==> src/rtl/decode_stage.sv <==
// RV64/RV32 integer+M decode stage: one output register plus one skid entry,
// decoding on acceptance so held results stay stable; saturating statistics.
module decode_stage #(
    parameter int unsigned XLEN  = 64,
    parameter int unsigned CNT_W = 32
) (
    input  logic             clk,
    input  logic             reset,
    input  logic             in_valid,
    output logic             in_ready,
    input  logic [31:0]      in_instr,
    input  logic [XLEN-1:0]  in_pc,
    input  logic             flush,
    output logic             out_valid,
    input  logic             out_ready,
    output logic [XLEN-1:0]  out_pc,
    output logic [4:0]       out_rd,
    output logic [4:0]       out_rs1,
    output logic [4:0]       out_rs2,
    output logic [XLEN-1:0]  out_imm,
    output logic [3:0]       out_alu_op,
    output logic [5:0]       out_shamt,
    output logic             out_reg_write,
    output logic             out_illegal,
    output logic [CNT_W-1:0] decode_count,
    output logic [CNT_W-1:0] illegal_count
);

    localparam bit RV64 = (XLEN == 64);

    typedef enum logic [6:0] {
        OPC_LUI    = 7'b0110111, OPC_AUIPC  = 7'b0010111, OPC_JAL    = 7'b1101111,
        OPC_JALR   = 7'b1100111, OPC_BRANCH = 7'b1100011, OPC_LOAD   = 7'b0000011,
        OPC_STORE  = 7'b0100011, OPC_OPIMM  = 7'b0010011, OPC_OP     = 7'b0110011,
        OPC_OPIMM32 = 7'b0011011, OPC_OP32  = 7'b0111011
    } opcode_e;

    typedef enum logic [3:0] {
        ALU_NONE = 4'd0, ALU_ADD, ALU_SUB, ALU_MUL, ALU_DIV, ALU_XOR, ALU_AND,
        ALU_OR, ALU_SLL, ALU_SRL, ALU_SRA, ALU_SLT, ALU_SLTU, ALU_REM
    } alu_e;

    typedef struct packed {
        logic [XLEN-1:0] pc;
        logic [4:0]      rd;
        logic [4:0]      rs1;
        logic [4:0]      rs2;
        logic [XLEN-1:0] imm;
        logic [3:0]      alu_op;
        logic [5:0]      shamt;
        logic            reg_write;
        logic            illegal;
    } dec_t;

    function automatic alu_e base_op(input logic [2:0] f3);
        case (f3)
            3'b000:  return ALU_ADD;
            3'b001:  return ALU_SLL;
            3'b010:  return ALU_SLT;
            3'b011:  return ALU_SLTU;
            3'b100:  return ALU_XOR;
            3'b101:  return ALU_SRL;
            3'b110:  return ALU_OR;
            default: return ALU_AND;
        endcase
    endfunction

    function automatic alu_e m_op(input logic [2:0] f3);
        if (!f3[2])     return ALU_MUL;
        else if (!f3[1]) return ALU_DIV;
        else            return ALU_REM;
    endfunction

    logic [2:0]  f3;
    logic [6:0]  f7;
    logic [63:0] i_imm, s_imm, b_imm, u_imm, j_imm, sh_imm;

    assign f3     = in_instr[14:12];
    assign f7     = in_instr[31:25];
    assign i_imm  = {{52{in_instr[31]}}, in_instr[31:20]};
    assign s_imm  = {{52{in_instr[31]}}, in_instr[31:25], in_instr[11:7]};
    assign b_imm  = {{52{in_instr[31]}}, in_instr[7], in_instr[30:25], in_instr[11:8], 1'b0};
    assign u_imm  = {{32{in_instr[31]}}, in_instr[31:12], 12'b0};
    assign j_imm  = {{44{in_instr[31]}}, in_instr[19:12], in_instr[20], in_instr[30:21], 1'b0};
    assign sh_imm = {58'b0, in_instr[25:20]};

    dec_t        dec;
    logic        ok, rw;
    alu_e        op;
    logic [63:0] imm64;

    always_comb begin
        ok    = 1'b0;
        rw    = 1'b0;
        op    = ALU_NONE;
        imm64 = '0;
        case (in_instr[6:0])
            OPC_LUI:    begin ok = 1'b1; rw = 1'b1; imm64 = u_imm; end
            OPC_AUIPC:  begin ok = 1'b1; rw = 1'b1; op = ALU_ADD; imm64 = u_imm; end
            OPC_JAL:    begin ok = 1'b1; rw = 1'b1; imm64 = j_imm; end
            OPC_JALR:   begin ok = (f3 == 3'b000); rw = 1'b1; imm64 = i_imm; end
            OPC_BRANCH: begin ok = (f3 != 3'b010) && (f3 != 3'b011); imm64 = b_imm; end
            OPC_LOAD: begin
                ok = (f3 != 3'b111) && (RV64 || ((f3 != 3'b011) && (f3 != 3'b110)));
                rw = 1'b1; op = ALU_ADD; imm64 = i_imm;
            end
            OPC_STORE: begin
                ok = !f3[2] && (RV64 || (f3 != 3'b011));
                op = ALU_ADD; imm64 = s_imm;
            end
            OPC_OPIMM: begin
                ok = 1'b1; rw = 1'b1; op = base_op(f3); imm64 = i_imm;
                // Shift immediates reuse the funct7 slot; shamt[5] only exists on RV64
                if (f3 == 3'b001) begin
                    ok = (in_instr[31:26] == 6'b000000) && (RV64 || !in_instr[25]);
                    imm64 = sh_imm;
                end else if (f3 == 3'b101) begin
                    ok = ((in_instr[31:26] == 6'b000000) || (in_instr[31:26] == 6'b010000))
                         && (RV64 || !in_instr[25]);
                    op = in_instr[30] ? ALU_SRA : ALU_SRL;
                    imm64 = sh_imm;
                end
            end
            OPC_OPIMM32: begin
                rw = 1'b1;
                case (f3)
                    3'b000:  begin ok = RV64; op = ALU_ADD; imm64 = i_imm; end
                    3'b001:  begin ok = RV64 && (f7 == 7'b0000000); op = ALU_SLL; imm64 = sh_imm; end
                    3'b101: begin
                        ok = RV64 && ((f7 == 7'b0000000) || (f7 == 7'b0100000));
                        op = in_instr[30] ? ALU_SRA : ALU_SRL;
                        imm64 = sh_imm;
                    end
                    default: ok = 1'b0;
                endcase
            end
            OPC_OP, OPC_OP32: begin
                rw = 1'b1;
                case (f7)
                    7'b0000000: begin ok = 1'b1; op = base_op(f3); end
                    7'b0100000: begin
                        ok = (f3 == 3'b000) || (f3 == 3'b101);
                        op = (f3 == 3'b000) ? ALU_SUB : ALU_SRA;
                    end
                    7'b0000001: begin ok = 1'b1; op = m_op(f3); end
                    default:    ok = 1'b0;
                endcase
                // Word forms: only add/sub/shifts and mul/div/rem exist, and only on RV64
                if (in_instr[6:0] == OPC_OP32) begin
                    if (f7 == 7'b0000001) ok = ok && RV64 && ((f3 == 3'b000) || f3[2]);
                    else                 ok = ok && RV64 &&
                                              ((f3 == 3'b000) || (f3 == 3'b001) || (f3 == 3'b101));
                end
            end
            default: ok = 1'b0;
        endcase
        if (!ok) begin
            op = ALU_NONE;
            rw = 1'b0;
        end
        dec           = '0;
        dec.pc        = in_pc;
        dec.rd        = in_instr[11:7];
        dec.rs1       = in_instr[19:15];
        dec.rs2       = in_instr[24:20];
        dec.imm       = imm64[XLEN-1:0];
        dec.alu_op    = op;
        dec.shamt     = in_instr[25:20];
        dec.reg_write = rw;
        dec.illegal   = !ok;
    end

    dec_t             out_q, out_d, skid_q, skid_d;
    logic             out_valid_q, out_valid_d, skid_valid_q, skid_valid_d;
    logic             in_ready_q, in_ready_d;
    logic [CNT_W-1:0] dec_cnt_q, dec_cnt_d, ill_cnt_q, ill_cnt_d;
    logic             in_fire, out_fire;

    assign in_fire  = in_valid && in_ready_q;
    assign out_fire = out_valid_q && out_ready;

    always_comb begin
        out_d        = out_q;
        skid_d       = skid_q;
        out_valid_d  = out_valid_q;
        skid_valid_d = skid_valid_q;
        dec_cnt_d    = dec_cnt_q;
        ill_cnt_d    = ill_cnt_q;
        if (flush) begin
            out_valid_d  = 1'b0;
            skid_valid_d = 1'b0;
        end else begin
            // in_ready_q implies an empty skid, so skid drain and in_fire never coincide
            if (out_fire || !out_valid_q) begin
                if (skid_valid_q) begin
                    out_d        = skid_q;
                    out_valid_d  = 1'b1;
                    skid_valid_d = 1'b0;
                end else if (in_fire) begin
                    out_d       = dec;
                    out_valid_d = 1'b1;
                end else begin
                    out_valid_d = 1'b0;
                end
            end else if (in_fire) begin
                skid_d       = dec;
                skid_valid_d = 1'b1;
            end
            if (out_fire) begin
                if (out_q.illegal) begin
                    if (ill_cnt_q != '1) ill_cnt_d = ill_cnt_q + 1'b1;
                end else begin
                    if (dec_cnt_q != '1) dec_cnt_d = dec_cnt_q + 1'b1;
                end
            end
        end
        in_ready_d = !skid_valid_d;
    end

    always_ff @(posedge clk or posedge reset) begin
        if (reset) begin
            out_q        <= '0;
            skid_q       <= '0;
            out_valid_q  <= 1'b0;
            skid_valid_q <= 1'b0;
            in_ready_q   <= 1'b0;
            dec_cnt_q    <= '0;
            ill_cnt_q    <= '0;
        end else begin
            out_q        <= out_d;
            skid_q       <= skid_d;
            out_valid_q  <= out_valid_d;
            skid_valid_q <= skid_valid_d;
            in_ready_q   <= in_ready_d;
            dec_cnt_q    <= dec_cnt_d;
            ill_cnt_q    <= ill_cnt_d;
        end
    end

    assign in_ready      = in_ready_q;
    assign out_valid     = out_valid_q;
    assign out_pc        = out_q.pc;
    assign out_rd        = out_q.rd;
    assign out_rs1       = out_q.rs1;
    assign out_rs2       = out_q.rs2;
    assign out_imm       = out_q.imm;
    assign out_alu_op    = out_q.alu_op;
    assign out_shamt     = out_q.shamt;
    assign out_reg_write = out_q.reg_write;
    assign out_illegal   = out_q.illegal;
    assign decode_count  = dec_cnt_q;
    assign illegal_count = ill_cnt_q;

endmodule

==> config.mk <==
export PLATFORM = sky130hd
export DESIGN_NAME = decode_stage
export DESIGN_NICKNAME = d
export VERILOG_FILES = /design/src/rtl/decode_stage.sv
export SDC_FILE = /design/constraint.sdc
export NUM_CORES = 1
export LEC_CHECK = 0
export ABC_CLOCK_PERIOD_IN_PS = 14100
export BUFFER_PORTS_ARGS = -buffer_cell sky130_fd_sc_hd__clkbuf_2
export CAP_MARGIN = 5
export CORE_UTILIZATION = 58
export DETAILED_ROUTE_END_ITERATION = 8
export PLACE_DENSITY = 0.94
export RECOVER_POWER = 25
export SYNTH_ARGS = -nofsm -noshare
export SYNTH_HDL_FRONTEND = slang
export SYNTH_SLANG_ARGS = --single-unit
export TNS_END_PERCENT = 30
==> constraint.sdc <==
create_clock -name clk -period 14.1 [get_ports clk]
set_input_delay 0.705 -clock clk [delete_from_list [all_inputs] [get_ports clk]]
set_output_delay 0.705 -clock clk [all_outputs]
set_load 0.05 [all_outputs]
## After elaboration in Yosys (flattened, before gate mapping)

Index checks and enable logic that the tools add are counted.

| word-level totals | value |
|---|---|
| flip-flop bits (word level) | 377 |
| bits of input ports | 101 |

| cells by class | value |
|---|---|
| add/sub/neg operators | 2 |
| equality and inequality tests | 25 |
| muxes and demuxes | 35 |
| bitwise gates (word level) | 3 |
| reduce and logical (&&, ||, !) cells | 33 |

Operator list:

| cell | number |
|---|---|
| 64-bit one-hot mux with 7 select lines | 1 |
| 155-bit 2-to-1 mux | 2 |
| 64-bit 2-to-1 mux | 2 |
| 64-bit one-hot mux with 2 select lines | 1 |
| 32-bit by 1-bit adder with 32-bit output (second input constant) | 2 |
| 32-bit != test (second input constant) | 2 |
| 7-bit by 6-bit equality test with 1-bit output (second input constant) | 5 |
| 4-bit one-hot mux with 7 select lines | 1 |
| 4-bit 2-to-1 mux | 6 |
| 4-bit one-hot mux with 3 select lines | 2 |
| 4-bit one-hot mux with 6 select lines | 1 |
| 7-bit by 5-bit equality test with 1-bit output (second input constant) | 3 |
| 7-bit equality test (second input constant) | 3 |
| 4-bit one-hot mux with 4 select lines | 1 |
| 1-bit 2-to-1 mux | 14 |
| 2-bit OR reduction | 5 |
| 3-bit equality test (second input constant) | 3 |
| 9-bit OR reduction | 1 |
| 1-bit one-hot mux with 8 select lines | 1 |
| 4-bit AND reduction | 2 |
| 7-bit by 1-bit equality test with 1-bit output (second input constant) | 1 |
| 7-bit by 2-bit equality test with 1-bit output (second input constant) | 1 |
| 7-bit zero test | 1 |
| 1-bit logical OR | 7 |
| 16 further kinds | 30 |

## Logic depth before layout (Yosys ltp)

Gate-level depths: netlist of the first run.

| logic depth | value |
|---|---|
| word-level depth | 11 |
| mapped depth | 8 |
| gate-level depth less buffers | 6 |

## Least setup slack after synthesis of the first run

No wires, ideal clock.

| path | value |
|---|---|
| kind | register to register |
| start | register ill_cnt_q[20] (netlist: illegal_count[20]) |
| end | register ill_cnt_q[1] (netlist: illegal_count[1]) |
| library setup time | 0.125 ns |
| data arrival time | 2.340 ns |
| required time | 13.975 ns |
| path slack | 11.636 ns |
| cell stages (with the launch flop) | 8 |
| buffers on the path | 1 |
| clock period less this slack | 2.464 ns |
| cells stage by stage | dfrtp_1 -> nand4_1 -> nor4_1 -> and3_1 -> clkbuf_2 -> nand2_1 -> o21ai_0 -> mux2_2 |

| between the ends | value |
|---|---|
| cells in the longest elaborated chain, start to end | 2 |

RTL lines:

| element | RTL line | text |
|---|---|---|
| start, declared | 176 | `logic [CNT_W-1:0] dec_cnt_q, dec_cnt_d, ill_cnt_q, ill_cnt_d;` |
| start signal, assigned | 236 | `ill_cnt_q <= ill_cnt_d;` |
| 32-bit != test | 211 | `if (ill_cnt_q != '1) ill_cnt_d = ill_cnt_q + 1'b1;` |
| 4-bit AND reduction (no line) | n/a |  |

No other way between the ends.
A chain may end at the register's enable or synchronous reset.

## Worst setup path after layout of the first run

| path | value |
|---|---|
| start | register skid_valid_q |
| end | register out_q (netlist bit out_imm[25]) |

| between the ends | value |
|---|---|
| cells in the longest elaborated chain, start to end | 2 |
| elaborated cells on any way between the ends | 3 |
| classes of those cells | mux (1); reduce/logical (2) |

RTL lines:

| element | RTL line | text |
|---|---|---|
| start, declared | 174 | `logic out_valid_q, out_valid_d, skid_valid_q, skid_valid_d;` |
| start signal, assigned | 233 | `skid_valid_q <= skid_valid_d;` |
| 2-bit nonzero test (no line) | n/a |  |
| 3-bit AND reduction (no line) | n/a |  |
| end signal, assigned | 230 | `out_q <= out_d;` |
| end, declared | 173 | `dec_t out_q, out_d, skid_q, skid_d;` |

Several ways; a longest one is shown, not always the timed one.

==> flow_summary.json, run 1 <==
{
  "clkLatencyLatePin_ps": 550,
  "die_w_um": 157,
  "maxCapViolCount": 2,
  "antenna_found_initial": 1,
  "slowest_stage": "dfrtp_1",
  "grt_pass1_vias": 11600,
  "rows": 56,
  "setup_ws_ps": 8760,
  "period_share": 0.379,
  "fin_area_um2": 16400,
  "ys.flop_type": "dfrtp_1",
  "nFillCells": 1722,
  "clock_path_buffers": 3,
  "power_density_nw_per_um2": 149,
  "tritoncts": "yes",
  "syn_area_um2": 13900,
  "path_class": "reg2reg",
  "finClkSkew_ps": 13.1,
  "wl_per_cell_um": 17.9,
  "pwr-share-seq": 0.440,
  "cts_hold_buffers": 0,
  "tns_ps": 0,
  "clkPwrFrac": 0.357,
  "synthTopCellsByCount": "413 x nand2_1, 303 x dfrtp_1, 145 x o21ai_0, 80 x mux2i_1, 66 x clkbuf_1",
  "start_util": 0.592,
  "place_ws_ps": 10740,
  "synth-seq-cells": 303,
  "drc_errors": 0,
  "core_area_um2": 23500,
  "startpoint_type": "register",
  "p_comb_frac": 0.203,
  "setup_violations": 0,
  "dieArea_um2": 24600,
  "cp.required_ps": 14490,
  "p_leak_nw": 7.87,
  "drive_gt1_frac": 0.193,
  "cts_buffers": 31,
  "ant_nets": 0,
  "synth_edf_count": 0,
  "wl_mm": 36.6,
  "ys_warn_count": 0,
  "slew_viol_final": 197,
  "area_growth_pct": 17.9,
  "synth.top_cell.area_share": 0.546,
  "max-vdd-ir-drop_mv": 0.156,
  "cp_top_family": "flip-flops",
  "crit_top_cell": "a21oi_1",
  "dr.pass1.iters": 8,
  "synth.area.top_cells": "dfrtp_1 55%, nand2_1 11%, mux2i_1 5.8%, o21ai_0 5.2%, xnor2_1 2.6%",
  "gp_congestion": 0.930,
  "placed_area_um2": 15400,
  "die_y_um": 157,
  "vias_per_cell": 5.75,
  "grt_setup_unrepaired": "false",
  "totalPowerFinal_mw": 2.44,
  "hpwl_mm": 24.0,
  "p_int_mw": 1.63,
  "async_reset_ff_frac": 1.00,
  "yosys.area.top_type": "dfrtp_1",
  "cp.arrival_ps": 5730,
  "switchingPower_uw": 806,
  "seq_area_frac_synth": 0.546,
  "io_pins": 322,
  "power.share.switching": 0.330,
  "postCtsSetupRepairBufs": 0,
  "grt_use_total": 0.297,
  "hold_class": "in2reg",
  "status": "finished with violations",
  "clock-sinks": 303,
  "nNetsFinal": 1812,
  "yosysMostFrequentCell": "nand2_1",
  "relSlewSlack": -2.76,
  "synth_cells": 1470,
  "root_buffer": "clkbuf_16",
  "path_max_fanout": 65,
  "netlist-cell-type-count": 60,
  "cp_num_buf_inv": 1,
  "grt_max_degree": 175,
  "cp_cell_sequence": "a21oi_1 -> nor3_2 -> buf_4 -> nand2_1 -> a21oi_1 -> a21oi_1",
  "syn_avg_cell_area_um2": 9.45,
  "grt_overflow": 0,
  "vias": 11800,
  "cts_max_level": 1,
  "finalCriticalPeriod_ps": 5340,
  "synthesis.nets": 1573,
  "clk_pin_slew_ps": 60,
  "max_freq_ghz": 0.187,
  "tightest_slew_ps": 5610,
  "violations": "capacitance limit, slew limit",
  "hold_violations": 0,
  "grt_pass1_wl_mm": 58.3,
  "slowest_delay_ps": 2780,
  "cp-end-kind": "register",
  "drt_iter0_drc": 1309,
  "portBuffers": 321,
  "cts_resized": 0
}
-- layer usage --
layer | share of wire | up-vias | wire length (um) | GRT usage
met5 | 0 | - | 0 | 0
met4 | 0.048 | 0 | 1770 | 0.145
met3 | 0.089 | 144 | 3270 | 0.0798
met2 | 0.47 | 588 | 17400 | 0.481
met1 | 0.39 | 5647 | 14200 | 0.369
li1 | - | 5397 | - | -
-- stage by stage --
stage	hold WS (ps)	instances	util
3_3_place_gp	454	1995	0.656
6_report	363	2049	0.697
3_5_place_dp	462	1995	0.656
2_1_floorplan	440	1470	-
4_1_cts	347	2048	0.702
5_1_grt	358	2048	0.697
-- flip-flops by register name, summed over array words and instances (netlist names) --
signal,flops
out_reg_write,1
out_rd,5
out_valid,1
out_rs2,4
out_pc,64
decode_count,32
out_illegal,1
skid_q,118
out_rs1,5
skid_valid_q,1
in_ready,1
illegal_count,32
out_alu_op,4
out_imm,32
out_shamt,2
-- cells in the final DEF (no fill, tap or decap), types with 3 or more instances in the layout --
| cell type | count |
|---|---|
| and2_1 | 4 |
| nor2b_1 | 9 |
| nand4b_1 | 4 |
| xnor2_1 | 42 |
| and4_1 | 8 |
| nand3_1 | 44 |
| buf_4 | 5 |
| o211ai_1 | 3 |
| clkinv_2 | 4 |
| a22oi_1 | 5 |
| o21ai_0 | 145 |
| mux2_2 | 15 |
| nand2b_1 | 6 |
| o41ai_1 | 3 |
| nand3b_1 | 6 |
| a31oi_1 | 3 |
| or2_2 | 3 |
| nand4_1 | 13 |
| or3_1 | 16 |
| mux2i_1 | 80 |
| xor2_1 | 19 |
| dfrtp_1 | 303 |
| bufinv_16 | 5 |
| or4_1 | 3 |
| nor3_1 | 14 |
| clkbuf_8 | 8 |
| nand2_1 | 413 |
| and3_1 | 11 |
| o22ai_1 | 3 |
| clkbuf_1 | 77 |
| clkbuf_16 | 31 |
| a21oi_1 | 58 |
| inv_1 | 16 |
| clkbuf_2 | 247 |
| nor2_1 | 48 |
| o21ai_1 | 6 |
| nor4_1 | 6 |
-- worst register-to-register path, stage by stage, from the launching register on --
cell and delay, ps:
dfrtp_1 2780, a21oi_1 350, nor3_2 310, buf_4 440, nand2_1 320, a21oi_1 830, a21oi_1 160
-- final timing paths --
kind / start / endpoint / slack, ps / depth (start not counted)
worst min-delay path: in_pc[29] / skid_q[120] / 360 / 3
max in group asynchronous: reset / out_imm[5] / 9740 / 2
worst max-delay path: skid_valid_q / out_imm[25] / 8760 / 6
min in group asynchronous: reset / decode_count[27] / 1900 / 2
worst min register to register: skid_q[79] / skid_q[79] / 470 / 2
worst max register to register: skid_valid_q / out_imm[25] / 8760 / 6
-- power groups by stage --
stage | Sequential [mW] | Clock [mW] | Combinational, mW
floorplan | 1.26 | 0 | 0.178
global placement | 1.08 | 0 | 0.483
detailed placement | 1.08 | 0 | 0.499
CTS | 1.07 | 0.881 | 0.504
global route | 1.08 | 0.913 | 0.534
finish | 1.07 | 0.870 | 0.496
-- area by class of cell --
class | instances | area [um2] | area share
clock inverters | 11 | 185 | 0.0113
multi-input cells | 1029 | 5670 | 0.346
flip-flops and latches | 303 | 7580 | 0.463
well taps | 319 | 399 | 0.0244
diodes | 1 | 2.50 | 0.000153
clock buffers | 42 | 897 | 0.0548
inverters | 17 | 65.1 | 0.00397
repair buffers | 327 | 1570 | 0.0960
-- kinds of logic after synthesis --
| family | after synthesis | synth area share |
|---|---|---|
| compound gates | 245 | 0.0967 |
| xor+xnor | 61 | 0.0385 |
| fa+ha+maj | 2 | 0.00180 |
| buf+inv | 138 | 0.0478 |
| flops | 303 | 0.546 |
| mux | 95 | 0.0698 |
| simple gates | 626 | 0.199 |
Note: power is estimated with default switching activity, not from simulation.
==> run 2: changes to the inputs <==
--- a/config.mk
+++ b/config.mk
@@ -5,12 +5,12 @@
 export SDC_FILE = /design/constraint.sdc
 export NUM_CORES = 1
 export LEC_CHECK = 0
-export ABC_CLOCK_PERIOD_IN_PS = 14100
+export ABC_CLOCK_PERIOD_IN_PS = 4300
 export BUFFER_PORTS_ARGS = -buffer_cell sky130_fd_sc_hd__clkbuf_2
 export CAP_MARGIN = 5
-export CORE_UTILIZATION = 58
+export CORE_UTILIZATION = 49
 export DETAILED_ROUTE_END_ITERATION = 8
-export PLACE_DENSITY = 0.94
+export PLACE_DENSITY = 0.86
 export RECOVER_POWER = 25
 export SYNTH_ARGS = -nofsm -noshare
 export SYNTH_HDL_FRONTEND = slang
==> constraint.sdc (replaced) <==
create_clock -name clk -period 4.3 [get_ports clk]
set_input_delay 0.215 -clock clk [delete_from_list [all_inputs] [get_ports clk]]
set_output_delay 0.215 -clock clk [all_outputs]
set_load 0.05 [all_outputs]
==> flow_summary.json, run 2 (same netlist as run 1, synthesis figures left out) <==
{
  "status": "finished with violations",
  "violations": "capacitance limit, slew limit",
  "finalCriticalPeriod_ps": 2760,
  "final_cells": 2198,
  "path_class": "reg2reg",
  "final_cell_mix": "413 x nand2_1, 318 x clkbuf_2, 302 x dfrtp_1",
  "period_share": 0.643,
  "root_buffer": "clkbuf_16",
  "max-vdd-ir-drop_mv": 0.373,
  "cts_resized": 0,
  "grt_max_degree": 174,
  "grt_pass1_wl_mm": 61.7,
  "slowest_delay_ps": 760,
  "cp.required_ps": 4680,
  "hpwl_mm": 23.7,
  "dr.pass1.iters": 7,
  "largest_reg_flops": 118,
  "tritoncts": "yes",
  "cp-end-kind": "register",
  "startpoint_type": "register",
  "wl_mm": 39.2,
  "tns_ps": 0,
  "clock-sinks": 303,
  "area_growth_pct": 25.9,
  "postCtsSetupRepairBufs": 0,
  "path_max_fanout": 64,
  "setup_ws_ps": 1540,
  "grt_setup_unrepaired": "false",
  "final_common_cell": "nand2_1",
  "rows": 61,
  "cp_cell_sequence": "buf_4 -> buf_4 -> o21ai_0 -> mux2_2",
  "grt_pass1_vias": 11900,
  "clock_path_buffers": 3,
  "drive_gt1_frac": 0.228,
  "cts_hold_buffers": 81,
  "hold_class": "in2reg",
  "antenna_cells": 0,
  "vias_per_cell": 5.54,
  "cts_buffers": 34,
  "gp_congestion": 0.905,
  "place_ws_ps": 1550,
  "p_leak_nw": 8.51,
  "die_w_um": 170,
  "power_density_nw_per_um2": 475,
  "portBuffers": 321,
  "core_area_um2": 27900,
  "cp_num_buf_inv": 2,
  "antenna_found_initial": 0,
  "finClkSkew_ps": 22.4,
  "max_freq_ghz": 0.362,
  "drc_errors": 0,
  "cp_top_family": "buffers and inverters",
  "wl_per_cell_um": 17.8,
  "maxCapViolCount": 1,
  "start_util": 0.498,
  "slew_viol_final": 174,
  "grt_overflow": 0,
  "die_y_um": 170,
  "grt_use_total": 0.267,
  "slowest_stage": "buf_4",
  "ant_nets": 0,
  "cp.arrival_ps": 3140,
  "crit_top_cell": "buf_4",
  "nNetsFinal": 1899,
  "drt_iter0_drc": 1005,
  "cts_max_level": 2,
  "setup_violations": 0,
  "tightest_slew_ps": 2340,
  "io_pins": 322,
  "regMostFlops": "skid_q",
  "relSlewSlack": -0.559,
  "nFillCells": 2116,
  "dieArea_um2": 29000,
  "vias": 12200,
  "clkLatencyLatePin_ps": 510,
  "placedCellCount": 2057,
  "clk_pin_slew_ps": 60,
  "hold_violations": 0
}
-- run 2: cell types whose count changed in the layout (fill, tap and decap cells not counted), sizes merged, moves of 2 or more --
cell         before  now
buf               6    8
clkbuf          363  369
dlygate4sd3       0   81
clkinvlp          3    1
clkinv            4    8
-- run 2: layout make-up --
class,instances,area (um2),area share
multi-input cells,1029,5670,0.324
clock inverters,13,169,0.00966
flip-flops and latches,303,7590,0.434
inverters,17,65.1,0.00372
repair buffers,411,2510,0.143
clock buffers,47,1010,0.0578
well taps,378,473,0.0271
-- run 2: path summary, 6_finish.rpt --
| kind | from | endpoint | slack, ps | cells past startpoint |
|---|---|---|---|---|
| max | skid_valid_q | out_imm[15] | 1540 | 4 |
| min | in_instr[7] | skid_q[86] | 10 | 3 |
| max reg2reg | skid_valid_q | out_imm[15] | 1540 | 4 |
| min reg2reg | skid_q[23] | skid_q[23] | 470 | 2 |
| max in group asynchronous | reset | out_pc[35] | 1600 | 4 |
| min in group asynchronous | reset | skid_q[20] | 450 | 4 |
-- run 2: stage by stage --
| stage | hold WS (ps) | area [um2] | power (mW) | util |
|---|---|---|---|---|
| 6_report | 14.5 | 17500 | 8.31 | 0.627 |
| 5_1_grt | 16.9 | 17500 | 8.62 | 0.627 |
| 2_1_floorplan | 281 | 13900 | 4.72 | - |
| 4_1_cts | 1.65 | 17500 | 8.30 | 0.628 |
| 3_3_place_gp | 422 | 15500 | 5.13 | 0.557 |
| 3_5_place_dp | 424 | 15500 | 5.19 | 0.557 |
-- run 2: where the power goes --
group          total, mW  internal (mW)  switching (mW)
combinational       1.74          0.436            1.31
clock               3.05           1.88            1.17
sequential          3.51           3.25           0.266
-- run 2: per-layer routing --
metal | share of wire | track usage | vias to the layer above
li1 | - | - | 5569
met1 | 0.40 | 0.330 | 5922
met2 | 0.48 | 0.446 | 547
met3 | 0.074 | 0.0591 | 138
met4 | 0.042 | 0.125 | 0
met5 | 0 | 0 | -
-- run 2: worst reg2reg max path: stages, from the launching register on --
cell and delay (ps):
dfrtp_4 710, buf_4 590, buf_4 780, o21ai_0 280, mux2_2 300
